## src/rtl/bcd_pkg.sv

```systemverilog
// Shared definitions for the sequential binary-to-BCD converter:
// FSM encoding, digit width and the digit-count helper.
package bcd_pkg;

   typedef enum logic [1:0] {
      ST_IDLE = 2'd0,
      ST_CONV = 2'd1,
      ST_DONE = 2'd2
   } state_t;

   localparam int BCD_DIG_W = 4;

   // Smallest digit count whose decimal range covers 2^bin_w - 1.
   function automatic int ndig_min(input int bin_w);
      longint unsigned maxv;
      longint unsigned p10;
      int n;
      maxv = (64'd1 << bin_w) - 64'd1;
      p10  = 64'd10;
      n    = 1;
      while (p10 <= maxv) begin
         p10 = p10 * 64'd10;
         n   = n + 1;
      end
      return n;
   endfunction

endpackage

```

## src/rtl/bcd_digit_adj.sv

```systemverilog
// One double-dabble digit correction: add 3 to a BCD digit that is 5 or more.
module bcd_digit_adj
   import bcd_pkg::*;
(
   input  logic [BCD_DIG_W-1:0] d,
   output logic [BCD_DIG_W-1:0] q
);

   assign q = (d >= BCD_DIG_W'(5)) ? d + BCD_DIG_W'(3) : d;

endmodule

```

## src/rtl/bin_to_bcd_seq_ctrl.sv

```systemverilog
// Multi-cycle binary-to-BCD converter: one shift-and-add-3 iteration per clock,
// valid/ready handshakes on both the operand and the result side.
module bin_to_bcd_seq_ctrl
   import bcd_pkg::*;
#(
   parameter int BIN_W = 8,
   parameter int NDIG  = 3
) (
   input  logic                      clk,
   input  logic                      rst_n,
   input  logic                      in_valid,
   output logic                      in_ready,
   input  logic [BIN_W-1:0]          bin_i,
   output logic                      out_valid,
   input  logic                      out_ready,
   output logic [BCD_DIG_W*NDIG-1:0] bcd_o,
   output logic                      busy
);

   localparam int BCD_W = BCD_DIG_W * NDIG;
   localparam int SR_W  = BIN_W + BCD_W;
   localparam int CNT_W = (BIN_W > 1) ? $clog2(BIN_W) : 1;
   localparam logic [CNT_W-1:0] LAST_CNT = CNT_W'(BIN_W - 1);

   if (NDIG < ndig_min(BIN_W)) begin : g_ndig_check
      $error("bin_to_bcd_seq_ctrl: NDIG too small for BIN_W");
   end

   state_t             state;
   logic [SR_W-1:0]    sr;
   logic [CNT_W-1:0]   cnt;
   logic [BCD_W-1:0]   adj;
   logic [SR_W-1:0]    sr_next;

   for (genvar k = 0; k < NDIG; k++) begin : g_dig
      bcd_digit_adj u_adj (
         .d (sr[BIN_W + BCD_DIG_W*k +: BCD_DIG_W]),
         .q (adj[BCD_DIG_W*k +: BCD_DIG_W])
      );
   end

   // Correct every digit first, then shift the whole {bcd, bin} register left by one.
   assign sr_next  = {adj, sr[BIN_W-1:0]} << 1;
   assign in_ready = (state == ST_IDLE);

   always_ff @(posedge clk or negedge rst_n) begin
      if (!rst_n) begin
         state     <= ST_IDLE;
         sr        <= '0;
         cnt       <= '0;
         out_valid <= 1'b0;
         bcd_o     <= '0;
         busy      <= 1'b0;
      end else begin
         case (state)
            ST_IDLE: begin
               if (in_valid) begin
                  sr    <= {{BCD_W{1'b0}}, bin_i};
                  cnt   <= '0;
                  busy  <= 1'b1;
                  state <= ST_CONV;
               end
            end
            ST_CONV: begin
               sr  <= sr_next;
               cnt <= cnt + CNT_W'(1);
               if (cnt == LAST_CNT) begin
                  bcd_o     <= sr_next[SR_W-1:BIN_W];
                  out_valid <= 1'b1;
                  state     <= ST_DONE;
               end
            end
            ST_DONE: begin
               if (out_ready) begin
                  out_valid <= 1'b0;
                  busy      <= 1'b0;
                  state     <= ST_IDLE;
               end
            end
            default: state <= ST_IDLE;
         endcase
      end
   end

endmodule

```

## config.mk

```make
export PLATFORM = sky130hd
export DESIGN_NAME = bin_to_bcd_seq_ctrl
export DESIGN_NICKNAME = d
export VERILOG_FILES = /design/src/rtl/bcd_pkg.sv /design/src/rtl/bcd_digit_adj.sv /design/src/rtl/bin_to_bcd_seq_ctrl.sv
export SDC_FILE = /design/constraint.sdc
export NUM_CORES = 1
export LEC_CHECK = 0
export ABC_AREA = 1
export CAP_MARGIN = 20
export CORE_ASPECT_RATIO = 0.75
export CORE_MARGIN = 2
export CORE_UTILIZATION = 48
export CTS_BUF_LIST = sky130_fd_sc_hd__clkbuf_16
export DETAILED_ROUTE_END_ITERATION = 8
export PLACE_DENSITY = 0.74
export SYNTH_ARGS = -nofsm -noshare
export SYNTH_HDL_FRONTEND = slang
export SYNTH_SLANG_ARGS = --single-unit
```

## constraint.sdc

```tcl
create_clock -name clk -period 1.2 [get_ports clk]
set_input_delay 0.24 -clock clk [delete_from_list [all_inputs] [get_ports clk]]
set_output_delay 0.24 -clock clk [all_outputs]
set_load 0.03 [all_outputs]
```

==> results.toml <==
[sta]
rsz0062_at_grt = "yes"
worst_slack_ns = -0.0727
drv_slew = 0
final.setup.tns_ns = -0.472
skew_ns = 0.00431
finalSetupViolCount = 14
hold_violations = 0
period_share_pct = 106
slew_headroom_pct = 79.8
tightest_slew_ns = 0.303
fmax_mhz = 786
worst_hold_slack_ns = 0.451
period_needed_ns = 1.27

[die]
ioPinCount = 27
fp.dieW_um = 76.7
rows = 19
initial_utilization_pct = 50.9
die_height_um = 58.5
die-area_sq_um = 4480
coreArea_sq_um = 3730

[synth]
synth-main-ff-cell = "dfrtp_1"
async_flop_share_pct = 100
synth_most_common_cell = "nand2_1"
synth_area_per_cell_sq_um = 8.64
synth_edf_count = 0
synth_area_sq_um = 1900
synth-seq-area-share_pct = 51.3
syn_inst = 220
synth_top_cell_by_area = "dfrtp_1"
ys_ff_latch = 39
synth_top_area_share_pct = 51.3
synth_fp_nets = 240
ys_warn_count = 0
synth_area_leaders = "dfrtp_1 (51%), nand2_1 (16%), nand3_1 (5.8%)"
synth_top_cells_by_count = "nand2_1 (81), dfrtp_1 (39), nand3_1 (22)"
synth.distinct_cells = 20

[critical_path]
worstSetupStartpointType = "register"
worstSetupPathType = "reg2reg"
required_ns = 1.37
cp_slowest_stage_delay_ns = 0.42
cp_max_fo = 4
slowest_stage = "dfrtp_1"
path_cells = "ha_2 > nand2_2 > nand4_1 > nand3_2 > nand2_1"
cp.arrival_ns = 1.44
worst_setup_path_end_kind = "register"

[power_and_ir_drop]
ir_drop_mv = 1.40
power_density_nw_per_um2 = 3070
p_leak_nw = 1.39

[drt]
wirelength_um = 4800
drc = 0
drt_iter0_markers = 62
vias = 1729
avgViaCountPerCell = 5.21
first_pass_iters = 4
drtAntennaViolNets = 0
wl_per_cell_um = 14.5

[clocking]
cts_made_buffers = 5
htree_levels = 2
clockBufferDepth = 2
clk_pin_slew_ns = 0.06
clk_latency_ns = 0.28
clk_root_buffer_cell = "clkbuf_16"
cts_tree = "yes"
clock-sinks = 39

[run_status]
violations = "setup timing"
status = "finished with violations"

[layout]
layout-drive-gt1-share_pct = 39.6
antenna_cells = 0
fin_nets = 299
area_growth_pct = 48.5

[placed_design]
numPortBuffers = 26
place_congestion = 0.826
hpwl_um = 2800

[global_route]
grt_usage_pct = 22.1
grt_pass1_vias = 1637
grt_pass1_wl_um = 7610
grt-ovfl-total = 0
antenna_found_initial = 0
grt_max_degree = 40

[worst_hold_path]
min_path_type = "in2async"

[job]
cap_violations = 0
## cells by family (layout without fill, tap and decap cells)
| family | count (synthesis) | after routing | share of synthesized area (%) |
|---|---|---|---|
| buf+inv | 27 | 87 | 7.37 |
| fa+ha+maj | 8 | 8 | 5.27 |
| simple gates | 119 | 119 | 27.6 |
| flops | 39 | 39 | 51.3 |
| compound gates | 27 | 27 | 8.43 |
## layer usage
layer / track usage [%] / part of all wire [%]
met4: 8.31 / 1.9
met3: 4.14 / 4.7
met5: 0 / 0
met1: 28.9 / 45
met2: 37.3 / 48
## worst max-delay path, delay by kind of cell, from the launching register on
family	cells	cell delay (ns)
flops	1	0.42
fa+ha+maj	1	0.21
simple gates	4	0.53
## path summary, 6_finish.rpt
path	to	start	slack, ns	depth (start not counted)
min reg2reg	bcd_o[2]	bcd_o[2]	0.47	2
min	sr[3]	rst_n	0.45	3
min in group clk	bcd_o[2]	bcd_o[2]	0.47	2
max	bcd_o[5]	sr[12]	-0.07	5
max in group asynchronous	state[0]	rst_n	0.54	3
max reg2reg	bcd_o[5]	sr[12]	-0.07	5
## state kept, by name, summed over array words and instances (netlist names)
| signal | flops |
|---|---|
| busy | 1 |
| out_valid | 1 |
| cnt | 3 |
| sr | 20 |
| bcd_o | 12 |
| state | 2 |
## report_power, final
group | switching [mW] | internal [mW] | leakage (nW) | total [mW]
logic | 2.92 | 2.11 | 0.833 | 5.03
registers | 0.454 | 1.92 | 0.483 | 2.38
clock network | 0.514 | 0.751 | 0.0724 | 1.27
## layout make-up
cell class | instances | area, sq um
Multi-Input combinational cell | 154 | 1030
Sequential cell | 39 | 977
Fill cell | 230 | 911
Timing Repair Buffer | 57 | 513
Clock buffer | 5 | 125
Inverter | 22 | 97.6
Tap cell | 52 | 65.1
Clock inverter | 3 | 12.5
## cells in the final DEF, fill, tap and decap left out, types with 2 or more instances in the layout
master	synthesis	final
inv_2	1	9
buf_12	0	3
o21ai_0	15	11
dfrtp_1	39	38
o21ai_1	3	6
buf_4	1	36
nand3_1	22	6
nor2_1	4	4
o211ai_2	2	2
nand2_8	0	2
nand2_2	0	10
buf_6	4	6
nand3_2	0	14
inv_1	19	11
nand3_4	0	2
clkdlybuf4s50_1	0	10
o22ai_1	4	4
nand4_1	7	7
ha_2	0	3
clkbuf_16	0	5
nand2_1	81	67
ha_4	0	5
inv_6	0	3
nand2_4	4	6
## through the flow
stage | std cells | utilization (%) | worst slack (ns) | instance area, sq um | power [mW]
after detailed placement | 318 | 63.3 | -0.116 | 2360 | 6.17
after CTS | 330 | 69.9 | -0.0591 | 2610 | 7.77
final | 332 | 75.6 | -0.0727 | 2820 | 8.67
after floorplan | 220 | - | -0.0250 | 1910 | 4.84
after global placement | 318 | 63.3 | -0.117 | 2360 | 6.09
after global routing | 332 | 75.6 | -0.144 | 2820 | 9.28
## timing repair
action,4_1_cts,5_1_grt
endpoints found under the hold margin,39,0
gates resized for setup,22,53
setup endpoints to repair,22,37
buffers inserted,3,2
pin swaps,5,21
hold buffers,1,0
Note: power is estimated with default switching activity, not from simulation.
